File: src/rtl/alu_src_a_stage_if.sv
// alu_src_a_stage_if
//   Bundles the operand request, constant-table write, flush and output
//   handshake signals of alu_src_a_stage.
//   master : upstream/downstream environment (drives requests, consumes operand)
//   slave  : the stage itself
//   Request side : InValid, InReady, SrcSel, ReadA, FwdExData, FwdMemData
//   Table write  : ConstWrEn, ConstWrIdx, ConstWrData
//   Control      : Flush
//   Output side  : OutValid, OutReady, ALUInputA, SelError
interface alu_src_a_stage_if #(
  parameter int unsigned W     = 8,
  parameter int unsigned SEL_W = 3,
  parameter int unsigned IDX_W = 2
);
  logic             InValid;
  logic             InReady;
  logic [SEL_W-1:0] SrcSel;
  logic [W-1:0]     ReadA;
  logic [W-1:0]     FwdExData;
  logic [W-1:0]     FwdMemData;
  logic             ConstWrEn;
  logic [IDX_W-1:0] ConstWrIdx;
  logic [W-1:0]     ConstWrData;
  logic             Flush;
  logic             OutReady;
  logic             OutValid;
  logic [W-1:0]     ALUInputA;
  logic             SelError;

  modport master (
    output InValid, SrcSel, ReadA, FwdExData, FwdMemData,
           ConstWrEn, ConstWrIdx, ConstWrData, Flush, OutReady,
    input  InReady, OutValid, ALUInputA, SelError
  );

  modport slave (
    input  InValid, SrcSel, ReadA, FwdExData, FwdMemData,
           ConstWrEn, ConstWrIdx, ConstWrData, Flush, OutReady,
    output InReady, OutValid, ALUInputA, SelError
  );
endinterface

File: src/rtl/alu_src_a_stage.sv
// alu_src_a_stage
//   Registered ALU operand-A source mux. Selects between the register-file
//   read, the EX and MEM forwarding paths, zero, and a writable constant
//   table, and holds the result in a one-entry pipeline register with a
//   valid/ready handshake (absorbs stalls, drops the held operand on flush).
//   Clk   : clock, rising edge
//   Reset : synchronous, active high
//   bus   : alu_src_a_stage_if slave (request, table write, flush, output)
//   SrcSel encoding: 0=ReadA 1=FwdEx 2=FwdMem 3=zero 4+k=const[k];
//   anything beyond the table yields 0 and sets the sticky SelError on accept.
module alu_src_a_stage #(
  parameter int unsigned W          = 8,
  parameter int unsigned NUM_CONST  = 4,
  parameter int unsigned CONST0_RST = 64,
  parameter int unsigned SEL_W      = 3
) (
  input  logic                Clk,
  input  logic                Reset,
  alu_src_a_stage_if.slave    bus
);

  localparam logic [W-1:0] CONST0_VAL = CONST0_RST[W-1:0];

  typedef enum logic {EMPTY, FULL} validState_e;

  validState_e          state;
  logic [W-1:0]         aluA;
  logic                 selErr;
  logic [W-1:0]         constTab [NUM_CONST];
  logic [NUM_CONST-1:0] wrHit;
  logic [W-1:0]         selValue;
  logic                 selOutOfRange;
  logic                 outValid;
  logic                 inReady;
  logic                 accept;

  assign outValid = (state == FULL);
  assign inReady  = !outValid || bus.OutReady;
  assign accept   = bus.InValid && inReady && !bus.Flush;

  // An index beyond the table never matches any entry, so such writes vanish.
  always_comb begin
    wrHit = '0;
    for (int unsigned k = 0; k < NUM_CONST; k++) begin
      wrHit[k] = bus.ConstWrEn && (32'(bus.ConstWrIdx) == k);
    end
  end

  // Constant entries are write-through: a same-cycle write to the selected
  // entry supplies the new data rather than the stored value.
  always_comb begin
    selValue      = '0;
    selOutOfRange = 1'b0;
    case (bus.SrcSel)
      SEL_W'(0): selValue = bus.ReadA;
      SEL_W'(1): selValue = bus.FwdExData;
      SEL_W'(2): selValue = bus.FwdMemData;
      SEL_W'(3): selValue = '0;
      default: begin
        selOutOfRange = 1'b1;
        for (int unsigned k = 0; k < NUM_CONST; k++) begin
          if (32'(bus.SrcSel) == k + 4) begin
            selOutOfRange = 1'b0;
            selValue      = wrHit[k] ? bus.ConstWrData : constTab[k];
          end
        end
      end
    endcase
  end

  always_ff @(posedge Clk) begin
    if (Reset) begin
      state  <= EMPTY;
      aluA   <= '0;
      selErr <= 1'b0;
      for (int unsigned k = 0; k < NUM_CONST; k++) begin
        constTab[k] <= (k == 0) ? CONST0_VAL : '0;
      end
    end else begin
      for (int unsigned k = 0; k < NUM_CONST; k++) begin
        if (wrHit[k]) constTab[k] <= bus.ConstWrData;
      end
      // Flush beats accept and hold; the operand value itself is left alone.
      if (bus.Flush) begin
        state <= EMPTY;
      end else if (accept) begin
        state <= FULL;
        aluA  <= selValue;
        if (selOutOfRange) selErr <= 1'b1;
      end else if (outValid && bus.OutReady) begin
        state <= EMPTY;
      end
    end
  end

  assign bus.InReady   = inReady;
  assign bus.OutValid  = outValid;
  assign bus.ALUInputA = aluA;
  assign bus.SelError  = selErr;

endmodule
File: src/flat_wrapper.sv
// flat-port wrapper written by rule: the top's interface ports become plain ports
module alu_src_a_stage_flat 
#(
  parameter int unsigned W          = 8,
  parameter int unsigned NUM_CONST  = 4,
  parameter int unsigned CONST0_RST = 64,
  parameter int unsigned SEL_W      = 3
)
  (Clk, Reset, bus_InValid, bus_SrcSel, bus_ReadA, bus_FwdExData, bus_FwdMemData, bus_ConstWrEn, bus_ConstWrIdx, bus_ConstWrData, bus_Flush, bus_OutReady, bus_InReady, bus_OutValid, bus_ALUInputA, bus_SelError);
  alu_src_a_stage_if #(.W(W), .SEL_W(SEL_W)) bus_i ();
  input  logic Clk;
  input  logic Reset;
  input wire logic [$bits(bus_i.InValid)-1:0] bus_InValid;
  input wire logic [$bits(bus_i.SrcSel)-1:0] bus_SrcSel;
  input wire logic [$bits(bus_i.ReadA)-1:0] bus_ReadA;
  input wire logic [$bits(bus_i.FwdExData)-1:0] bus_FwdExData;
  input wire logic [$bits(bus_i.FwdMemData)-1:0] bus_FwdMemData;
  input wire logic [$bits(bus_i.ConstWrEn)-1:0] bus_ConstWrEn;
  input wire logic [$bits(bus_i.ConstWrIdx)-1:0] bus_ConstWrIdx;
  input wire logic [$bits(bus_i.ConstWrData)-1:0] bus_ConstWrData;
  input wire logic [$bits(bus_i.Flush)-1:0] bus_Flush;
  input wire logic [$bits(bus_i.OutReady)-1:0] bus_OutReady;
  output wire logic [$bits(bus_i.InReady)-1:0] bus_InReady;
  output wire logic [$bits(bus_i.OutValid)-1:0] bus_OutValid;
  output wire logic [$bits(bus_i.ALUInputA)-1:0] bus_ALUInputA;
  output wire logic [$bits(bus_i.SelError)-1:0] bus_SelError;
  assign bus_i.InValid = bus_InValid;
  assign bus_i.SrcSel = bus_SrcSel;
  assign bus_i.ReadA = bus_ReadA;
  assign bus_i.FwdExData = bus_FwdExData;
  assign bus_i.FwdMemData = bus_FwdMemData;
  assign bus_i.ConstWrEn = bus_ConstWrEn;
  assign bus_i.ConstWrIdx = bus_ConstWrIdx;
  assign bus_i.ConstWrData = bus_ConstWrData;
  assign bus_i.Flush = bus_Flush;
  assign bus_i.OutReady = bus_OutReady;
  assign bus_InReady = bus_i.InReady;
  assign bus_OutValid = bus_i.OutValid;
  assign bus_ALUInputA = bus_i.ALUInputA;
  assign bus_SelError = bus_i.SelError;
  alu_src_a_stage #(.W(W), .NUM_CONST(NUM_CONST), .CONST0_RST(CONST0_RST), .SEL_W(SEL_W)) u_core (.Clk(Clk), .Reset(Reset), .bus(bus_i));
endmodule
File: config.mk
export PLATFORM = sky130hd
export DESIGN_NAME = alu_src_a_stage_flat
export DESIGN_NICKNAME = d
export VERILOG_FILES = /design/src/rtl/alu_src_a_stage_if.sv /design/src/rtl/alu_src_a_stage.sv /design/src/flat_wrapper.sv
export SDC_FILE = /design/constraint.sdc
export NUM_CORES = 1
export LEC_CHECK = 0
export ABC_AREA = 1
export CAP_MARGIN = 20
export CORE_ASPECT_RATIO = 2
export CORE_MARGIN = 5
export CORE_UTILIZATION = 26
export CTS_CLUSTER_DIAMETER = 120
export CTS_CLUSTER_SIZE = 40
export DETAILED_ROUTE_END_ITERATION = 7
export DONT_BUFFER_PORTS = 1
export SLEW_MARGIN = 20
export SYNTH_ARGS = -nofsm -noshare
export SYNTH_HDL_FRONTEND = slang
export SYNTH_SLANG_ARGS = --single-unit
File: constraint.sdc
create_clock -name Clk -period 3.6 [get_ports Clk]
set_clock_uncertainty 0.05 [all_clocks]
set_input_delay 0.72 -clock Clk [delete_from_list [all_inputs] [get_ports Clk]]
set_output_delay 0.72 -clock Clk [all_outputs]
set_load 0.005 [all_outputs]
; ---- Word level (Yosys, flattened, before mapping)
; Memories as Yosys holds them, arrays and structs flattened.
; Cells that the tools add are included.
[totals]
ff_bits = 10
ram_bits = 32
output_inout_bits = 11
word_cells = 70
mem_count = 1
[op_classes]
n_eq_ne = 10
muxes = 34
bitwise_logic = 5
n_reduce_logical = 17
[mem_list]
columns = memory, words, word_bits, rd, rd_clocked_by_memory_dff, wr, line
row1 = u_core.constTab, 4, 8, 4, 0, 4, alu_src_a_stage.sv:29  ; logic [W-1:0] constTab [NUM_CONST];
[ops]
columns = op, n
row1 = 8-bit two-way mux, 12
row2 = 8-bit one-hot mux with 4 select lines, 1
row3 = 1-bit two-way mux, 21
row4 = "3-bit == test, second input constant", 4
row5 = 1-bit logical AND, 7
row6 = "3-bit by 2-bit == test with 1-bit output, second input constant", 2
row7 = "2-bit == test, second input constant", 2
row8 = 1-bit bitwise OR, 4
row9 = 4-bit OR reduction, 1
row10 = "3-bit by 1-bit == test with 1-bit output, second input constant", 1
row11 = 3-bit zero test, 1
row12 = 3-bit AND reduction, 1
row13 = "2-bit by 1-bit == test with 1-bit output, second input constant", 1
row14 = 1-bit zero test, 2
row15 = 2-bit zero test, 1
row16 = 2-bit AND reduction, 1
row17 = 2-bit nonzero test, 1
row18 = 2-bit OR reduction, 1
row19 = 1-bit logical OR, 1
row20 = 1-bit NOT, 1

; ---- Depth between registers and ports, before layout
; Gate-level depths: netlist (run 1).
[depth]
word_depth = 8
depth_mapped = 10

; ---- Least setup slack after synthesis (run 1)
; No wires, ideal clock.
[synth_timing]
kind = input port to flip-flop
start = input bus_ConstWrIdx[1]
end = memory u_core.constTab[0][0] (enable)
setup_ps = 329
t_arrival_ps = 1418
path_slack_ps = 1804
path_stages = 4
path_buffers = 1
path_cell_list = buf_2 > nor2_4 > nand2_2 > nand2_1
[synth_lines]
columns = element, line
row1 = from (decl), flat_wrapper.sv:19  ; input wire logic [$bits(bus_i.ConstWrIdx)-1:0] bus_ConstWrIdx;
row2 = to (decl), alu_src_a_stage.sv:29

; ---- Worst setup path in the final report (run 1)
[layout_timing]
start = input bus_OutReady
end = output bus_InReady
[layout_between]
elab_chain_len = 1
[layout_lines]
columns = element, line
row1 = from (decl), flat_wrapper.sv:22  ; input wire logic [$bits(bus_i.OutReady)-1:0] bus_OutReady;
row2 = 1-bit logical OR, alu_src_a_stage.sv:38  ; assign inReady = !outValid || bus.OutReady;
row3 = to (decl), flat_wrapper.sv:23  ; output wire logic [$bits(bus_i.InReady)-1:0] bus_InReady;
; Every way passes these cells.

==> reports/metrics.cfg, run 1 <==
[routing]
detail_route.wl_per_cell_um=17.8
ant_nets=0
viasPerCell=5.19
num_vias=2305
dr.pass1.iters=5
drt_iter0_markers=156
drcViolationCount=0
drt-total-wl_mm=7.91

[yosys]
synth_cell_types=26
syn_area_um2=2510
synth.most_common_cell=nand2_1
yosys.area.top_type_share=0.383
yosys_most_used_dff=edfxtp_1
synth_top_cells_by_area=edfxtp_1, nand2_1, nand3_1
synth_warnings=0
ys_ff_latch=42
synth_cells=344
synth_top_area_cell=edfxtp_1
synth.avg_cell_area_um2=7.30
synth-edff-count=32
synthesis.nets=387
ys_async_sr_fraction=0
ys_top_cells_by_count=nand2_1, nand3_1, nor2_1
seq_area_frac_synth=0.462

[clock_network]
clock_sinks=42
cts_resized=0
tritoncts=yes
clk_latency_ns=0.30
cts.clk_slew.worst_paths_ns=0.07
clk_path_buf_depth=2
ctsHoldBuffers=0
cts_buffers=5
cts_max_level=2
post_cts_buffers=0
cts_root_buf=clkbuf_16

[placement]
gp_congestion=0.926
port_buffers=0
place_area_um2=2590
dpl.hpwl_mm=6.34
post-place-ws_ns=1.55
dp.cells=436

[critical_path]
reg2reg_from=u_core.bus.OutValid
crit_type=in -> out
worst-endpoint-arrival_ns=1.04
cp_cell_sequence=nor2_1 -> inv_1
crit_fanout=2
end_kind=primary output
cp_num_buf_inv=1
setup.worst_path.start=bus_OutReady
cp_top_family=simple AND/OR/NAND/NOR gates
crit_required_ns=2.83
worst_path_largest_cell_delay_ns=0.21
startpoint_type=input pin
critPathSlowestCell=nor2_1

[pwr]
p_leak_nw=1.18
ir_worst_vdd_v=0.000183
power_density_nw_per_um2=420

[finish]
final_area_um2=2730
synthToLayoutAreaGrowth_pct=8.57
diodes=0
drive_above_1_share=0.0500
nets=382
stdcell_count=444
fin_util=0.291

[die]
start_util=0.268
design.core.area_um2=9380
io_pins=54
die_h_um=149
std_cell_rows=50
die_x_um=79.5
die-area_um2=11800

[sta]
slew_headroom=0.659
slew_viol_final=0
post-route-period-util=0.503
rsz0062_at_grt=false
hold_violations=0
final.setup.tns_ns=0
fin_ws_ns=1.79
post-route-min-period_ns=1.81
worst_slew_pin_slew_ns=0.509
setup_violations=0
max_freq_mhz=553

[hold_path]
worstHoldStart=u_core.bus.SelError
hold_class=reg -> reg

[outcome]
outcome=finished clean

[grt]
grt_overflow_total=0
track_usage=0.140
grt_pass1_wl_mm=12.3
antenna_found_initial=0
grt_max_degree=33
grt_pass1_vias=2320

[flow_run]
drv_cap=0

-- sequential cells by signal, indices dropped and copies added, names as in the netlist --
name / cells
u_core.constTab: 32
u_core.bus.OutValid: 1
u_core.bus.SelError: 1
u_core.bus.ALUInputA: 8
-- final timing paths --
path | endpoint | slack, ns | cells after the start
worst min-delay path | u_core.bus.SelError | 0.39 | 2
worst max-delay path | bus_InReady | 1.79 | 2
worst max register to register | u_core.bus.ALUInputA[6] | 1.97 | 7
worst min register to register | u_core.bus.SelError | 0.39 | 2
-- through the flow --
| step | power [W] | hold slack [ns] |
|---|---|---|
| after floorplan | 0.000681 | 0.370 |
| after global placement | 0.000703 | 0.388 |
| after detailed placement | 0.000706 | 0.388 |
| after CTS | 0.00114 | 0.399 |
| after global routing | 0.00118 | 0.413 |
| final | 0.00115 | 0.392 |
-- layer usage --
layer  global-route usage  vias up  share of wire
met5                    0        -              0
li1                     -     1130              -
met1                0.131     1036           0.33
met3               0.0314       32          0.064
met2                0.248      107           0.52
met4                0.119        0          0.081
-- logic make-up after synthesis --
family / count (synthesis) / share of synthesized area
compound gates: 28 / 0.0653
simple gates: 231 / 0.405
buf+inv: 43 / 0.0678
flops: 42 / 0.462
-- power by group --
| part | internal (W) | switching (W) | total [W] |
|---|---|---|---|
| clock network | 0.000255 | 0.000196 | 0.000451 |
| registers | 0.000554 | 0.0000139 | 0.000568 |
| logic | 0.0000398 | 0.0000873 | 0.000127 |
-- placed cells by master, fill, tap and decap left out, types with 2 or more instances in the layout --
cell and n:
nor3_1 3, nor2_1 36, o21ai_1 7, clkinv_2 2, a21oi_1 9, dfxtp_1 10, nand4_1 17, clkbuf_16 5
inv_1 26, clkinv_1 2, o21bai_1 7, nand3_1 42, inv_2 3, nor3_4 2, o21ai_0 2, edfxtp_1 32
nand2_1 126
-- final cells by class --
type                       count  area [um^2]
tap                          104          130
sequential                    42         1160
clock inverter                 2         10.0
clock buffer                   6          129
multi-input combinational    259         1180
fill                        1064         6660
inverter                      31          116
(Power assumes the default switching activity.)
==> inputs of run 2 (changes only) <==
Clock period 3.6 ns to 1.8 ns, I/O delays scaled along.
==> reports/metrics.cfg, run 2 (synthesis gave the netlist of run 1 again) <==
[outcome]
outcome=finished clean  ; unchanged

[placement]
port_buffers=0  ; unchanged
dpl.hpwl_mm=6.17  ; was 6.34 mm
post-place-ws_ns=0.220  ; was 1.55 ns
gp_congestion=0.833  ; was 0.926

[clock_network]
cts_root_buf=clkbuf_16  ; unchanged
cts_resized=0  ; unchanged
cts.clk_slew.worst_paths_ns=0.06  ; was 0.07 ns
cts_buffers=5  ; unchanged
ctsHoldBuffers=0  ; unchanged
clk_latency_ns=0.29  ; was 0.30 ns
clock_sinks=42  ; unchanged
tritoncts=yes  ; unchanged
cts_max_level=2  ; unchanged
post_cts_buffers=0  ; unchanged
clk_path_buf_depth=2  ; unchanged

[grt]
antenna_found_initial=0  ; unchanged
grt_max_degree=33  ; unchanged
grt_pass1_vias=2379  ; was 2320
grt_pass1_wl_mm=12.3  ; about the same
track_usage=0.137  ; was 0.140
grt_overflow_total=0  ; unchanged

[critical_path]
worst_path_largest_cell_delay_ns=0.36  ; was 0.21 ns
worst-endpoint-arrival_ns=1.01  ; was 1.04 ns
r2r_slack_ns=0.56  ; was 1.97 ns
crit_fanout=2  ; unchanged
crit_required_ns=1.39  ; was 2.83 ns
cp_num_buf_inv=2  ; was 1
cp_cell_sequence=inv_1 -> nor2_1 -> inv_1  ; was nor2_1 -> inv_1
cp_top_family=flip-flops  ; was simple AND/OR/NAND/NOR gates
startpoint_type=flip-flop  ; was input pin
critPathSlowestCell=dfxtp_1  ; was nor2_1
crit_type=reg -> out  ; was in -> out
path_common_cell=inv_1
end_kind=primary output  ; unchanged

[finish]
drive_above_1_share=0.0609  ; was 0.0500
fin_util=0.295  ; was 0.291
synthToLayoutAreaGrowth_pct=10.4  ; was 8.57%
nets=387  ; was 382
largest_register_ffs=32  ; unchanged
ff_latch_area_um2=1160  ; unchanged
final_common_cell=nand2_1  ; unchanged
multiInputGateArea_um2=1180  ; unchanged
diodes=0  ; unchanged
n_fill_cell=1026  ; was 1064
top_register=u_core.constTab  ; unchanged
final_cell_mix=nand2_1, nand3_1, nor2_1, edfxtp_1, inv_1  ; unchanged

[sta]
worst_slew_pin_slew_ns=0.526  ; was 0.509 ns
post-route-period-util=0.786
fin_ws_ns=0.385  ; was 1.79 ns
rsz0062_at_grt=false  ; unchanged
hold_violations=0  ; unchanged
post-route-min-period_ns=1.42
setup_violations=0  ; unchanged
slew_headroom=0.648  ; was 0.659
final.setup.tns_ns=0  ; unchanged
slew_viol_final=0  ; unchanged
max_freq_mhz=707

[routing]
viasPerCell=5.11  ; was 5.19
drt_iter0_markers=180  ; was 156
drcViolationCount=0  ; unchanged
detail_route.wl_per_cell_um=17.1  ; was 17.8 um
ant_nets=0  ; unchanged
num_vias=2295  ; was 2305
dr.pass1.iters=4  ; was 5
drt-total-wl_mm=7.67  ; was 7.91 mm

[pwr]
ir_worst_vdd_v=0.000338  ; was 0.000183 V
p_leak_nw=1.20  ; was 1.18 nW
clkPwrFrac=0.397  ; was 0.393
p_int_w=0.00175  ; was 0.000849 W
seq_power_share=0.489  ; was 0.496
switchingPower_w=0.000570  ; was 0.000297 W
power_density_nw_per_um2=837  ; was 420 nW/um^2
netSwitchingFraction=0.246  ; was 0.259
p_comb_frac=0.114  ; was 0.111

[die]
die-area_um2=11800  ; unchanged
die_h_um=149  ; unchanged
start_util=0.268  ; unchanged
design.core.area_um2=9380  ; unchanged
die_x_um=79.5  ; unchanged
io_pins=54  ; unchanged
std_cell_rows=50  ; unchanged

[flow_run]
drv_cap=0  ; unchanged

[hold_path]
hold_class=in -> reg  ; was reg -> reg

-- run 2: changes by cell type in the layout (fill, tap and decap cells not counted) --
cell | previous run | this run
clkbuf_8 | 0 | 1
buf_4 | 0 | 5
clkbuf_1 | 1 | 2
clkinv_2 | 2 | 0
-- run 2: worst register-to-register path, stage by stage (launching register included) --
cell and delay (ns):
dfxtp_1 0.36, inv_1 0.05, nor2_1 0.20, nor3_4 0.07, buf_4 0.16, nand2_1 0.07, o21bai_1 0.11, a21oi_1 0.08
-- run 2: worst paths after layout --
| kind | start | to | cells past startpoint |
|---|---|---|---|
| worst max register to register | u_core.bus.OutValid | u_core.bus.ALUInputA[5] | 7 |
| worst min-delay path | Reset | u_core.bus.ALUInputA[2] | 1 |
| worst min register to register | u_core.bus.SelError | u_core.bus.SelError | 2 |
| worst max-delay path | u_core.bus.OutValid | bus_InReady | 3 |
-- run 2: area by class of cell --
cell class | instances | area share
tap | 104 | 0.0470
inverter | 31 | 0.0420
clock buffer | 8 | 0.0528
multi-input combinational | 259 | 0.426
timing repair buffer | 5 | 0.0135
sequential | 42 | 0.419
-- run 2: routing by layer --
metal	track usage	wire [um]	vias up
met5	0	0	-
met4	0.108	542	0
met3	0.0284	509	26
met2	0.253	4080	91
met1	0.125	2540	1038
li1	-	-	1140
-- run 2: per-stage QoR --
stage	std cells	hold slack, ns	power (W)	area [um^2]
floorplan	344	0.370	0.00136	2510
global placement	441	0.385	0.00142	2630
detailed placement	441	0.386	0.00142	2630
CTS	449	0.0804	0.00233	2770
global route	449	0.0841	0.00239	2770
finish	449	0.0847	0.00232	2770
-- run 2: power groups by stage --
stage               clock network [W]  registers, W  logic, W
floorplan                           0       0.00114  0.000220
global placement                    0       0.00115  0.000265
detailed placement                  0       0.00116  0.000265
CTS                          0.000930       0.00114  0.000266
global route                 0.000947       0.00114  0.000303
finish                       0.000919       0.00113  0.000264
==> inputs of run 3 (changes only) <==
Clock period 1.8 ns to 1.3 ns, I/O delays scaled along.
==> reports/metrics.cfg, run 3 (synthesis gave the netlist of run 1 again) <==
[die]
io_pins=54  ; unchanged
std_cell_rows=50  ; unchanged
die-area_um2=11800  ; unchanged
die_x_um=79.5  ; unchanged
start_util=0.268  ; unchanged
design.core.area_um2=9380  ; unchanged
die_h_um=149  ; unchanged

[placement]
post-place-ws_ns=-0.115  ; was 0.220 ns
dpl.hpwl_mm=6.27  ; was 6.17 mm
port_buffers=0  ; unchanged
gp_congestion=0.939  ; was 0.833
dp.cells=458  ; was 441

[routing]
dr.pass1.iters=4  ; unchanged
num_vias=2406  ; was 2295
detail_route.wl_per_cell_um=16.8  ; was 17.1 um
drt_iter0_markers=216  ; was 180
dr_wl_met2_mm=4.35  ; was 4.08 mm
dr_wl_met3_um=532  ; was 509 um
highest_layer=met4  ; unchanged
ant_nets=0  ; unchanged
viasPerCell=5.11  ; about the same
drt-total-wl_mm=7.93  ; was 7.67 mm
routedLengthMet1_mm=2.65  ; was 2.54 mm
drcViolationCount=0  ; unchanged

[sta]
max_freq_mhz=796
hold_violations=9  ; was 0
post-route-period-util=0.966
setup_violations=0  ; unchanged
rsz0062_at_grt=true  ; was false
post-route-min-period_ns=1.26
hold_ws_ns=-0.0166  ; was 0.0847 ns
slew_headroom=0.794  ; was 0.648
fin_ws_ns=0.0438  ; was 0.385 ns
slew_viol_final=0  ; unchanged
worst_slew_pin_slew_ns=0.308  ; was 0.526 ns

[flow_run]
drv_cap=0  ; unchanged

[finish]
nets=409  ; was 387
final_cell_mix=nand2_1, nand3_1, nor2_1, edfxtp_1, inv_1  ; unchanged
diodes=0  ; unchanged
top_register=u_core.constTab  ; unchanged
synthToLayoutAreaGrowth_pct=20.8  ; was 10.4%
final_common_cell=nand2_1  ; unchanged
drive_above_1_share=0.163  ; was 0.0609
stdcell_count=471  ; was 449
largest_register_ffs=32  ; unchanged
n_fill_cell=1003  ; was 1026

[clock_network]
clock_sinks=42  ; unchanged
ctsHoldBuffers=1  ; was 0
clk_latency_ns=0.29  ; about the same
tritoncts=yes  ; unchanged
cts_max_level=2  ; unchanged
cts_buffers=5  ; unchanged
clk_path_buf_depth=2  ; unchanged
cts.clk_slew.worst_paths_ns=0.06  ; about the same
cts_root_buf=clkbuf_16  ; unchanged

[critical_path]
startpoint_type=flip-flop  ; unchanged
r2r_slack_ns=0.04  ; was 0.56 ns
reg2reg_from=u_core.bus.OutValid  ; unchanged
worst-endpoint-arrival_ns=1.43  ; was 1.01 ns
crit_type=reg -> reg  ; was reg -> out
end_kind=flip-flop  ; was primary output
crit_required_ns=1.48  ; was 1.39 ns
r2r_cells=7  ; unchanged
worstReg2RegEnd=u_core.bus.ALUInputA[5]  ; unchanged
crit_fanout=4  ; was 2

[grt]
grt_pass1_vias=2558  ; was 2379
grt_pass1_wl_mm=12.5  ; was 12.3 mm
track_usage=0.139  ; was 0.137
grt_overflow_total=0  ; unchanged
grt_max_degree=33  ; unchanged
antenna_found_initial=0  ; unchanged

[hold_path]
hold_class=in -> reg  ; unchanged
worstHoldStart=Reset  ; unchanged
hold-path-endpoint=u_core.bus.ALUInputA[3]  ; was u_core.bus.ALUInputA[2]
hold_path_depth=1  ; unchanged

[pwr]
power_density_nw_per_um2=1110  ; was 837 nW/um^2
ir_worst_vdd_v=0.000474  ; was 0.000338 V
p_leak_nw=1.33  ; was 1.20 nW

[outcome]
outcome=finished with violations  ; was finished clean
failed_checks=negative hold slack

run 3: cell count changes in the layout (fill, tap and decap cells not counted), sizes merged:
cell,previous run,this run
inv,29,30
dlygate4sd3,0,1
buf,5,26
clkbuf,8,7
run 3: timing repair:
item | 4_1_cts | 5_1_grt
endpoints found under the setup margin | 1 | 9
pin swaps | 1 | 4
resized for setup | 0 | 15
hold endpoints to repair | 10 | 9
setup buffers | 4 | 0
run 3: report_power, final:
| part | switching [W] | internal [W] |
|---|---|---|
| Sequential | 0.0000383 | 0.00153 |
| Combinational | 0.000266 | 0.000168 |
| Clock | 0.000519 | 0.000831 |
run 3: worst max path at each step:
stage                              from                       to  slack [ns]  depth (start not counted)
finish              u_core.bus.OutValid  u_core.bus.ALUInputA[5]        0.04                          7
global route        u_core.bus.OutValid  u_core.bus.ALUInputA[1]       -0.06                          7
CTS                 u_core.bus.OutValid  u_core.bus.ALUInputA[5]       0.002                          7
detailed placement    bus_ConstWrIdx[1]  u_core.bus.ALUInputA[4]       -0.11                          8
global placement      bus_ConstWrIdx[1]  u_core.bus.ALUInputA[4]       -0.09                          8
floorplan             bus_ConstWrIdx[1]  u_core.bus.ALUInputA[0]      -0.006                          9
run 3: worst max-delay path: stages (launching register included):
cell      delay (ns)
dfxtp_2         0.32
inv_2           0.05
nor2_2          0.04
nor3_4          0.24
buf_6           0.17
nand2_4         0.04
o21bai_4        0.16
a21oi_2         0.12
run 3: per-layer routing:
metal,GRT usage,vias to the layer above
li1,-,1183
met1,0.130,1096
met2,0.257,102
met3,0.0248,25
met4,0.103,0
met5,0,-
run 3: final cells by class:
| class | instances | area [um^2] | share of cell area |
|---|---|---|---|
| multi-input combinational | 259 | 1250 | 0.412 |
| clock inverter | 1 | 6.26 | 0.00206 |
| tap | 104 | 130 | 0.0429 |
| timing repair buffer | 27 | 213 | 0.0701 |
| clock buffer | 7 | 154 | 0.0507 |
| inverter | 31 | 118 | 0.0388 |
| sequential | 42 | 1160 | 0.383 |
run 3: stage by stage:
stage / hold slack [ns] / util / power (W) / setup TNS [ns] / instance area, um^2
finish: -0.0166 / 0.323 / 0.00336 / 0 / 3030
global route: -0.0287 / 0.323 / 0.00349 / -0.187 / 3030
CTS: -0.0206 / 0.316 / 0.00335 / 0 / 2970
detailed placement: 0.287 / 0.295 / 0.00200 / -0.918 / 2770
global placement: 0.286 / 0.295 / 0.00199 / -0.641 / 2770
floorplan: 0.283 / - / 0.00189 / -0.0379 / 2530
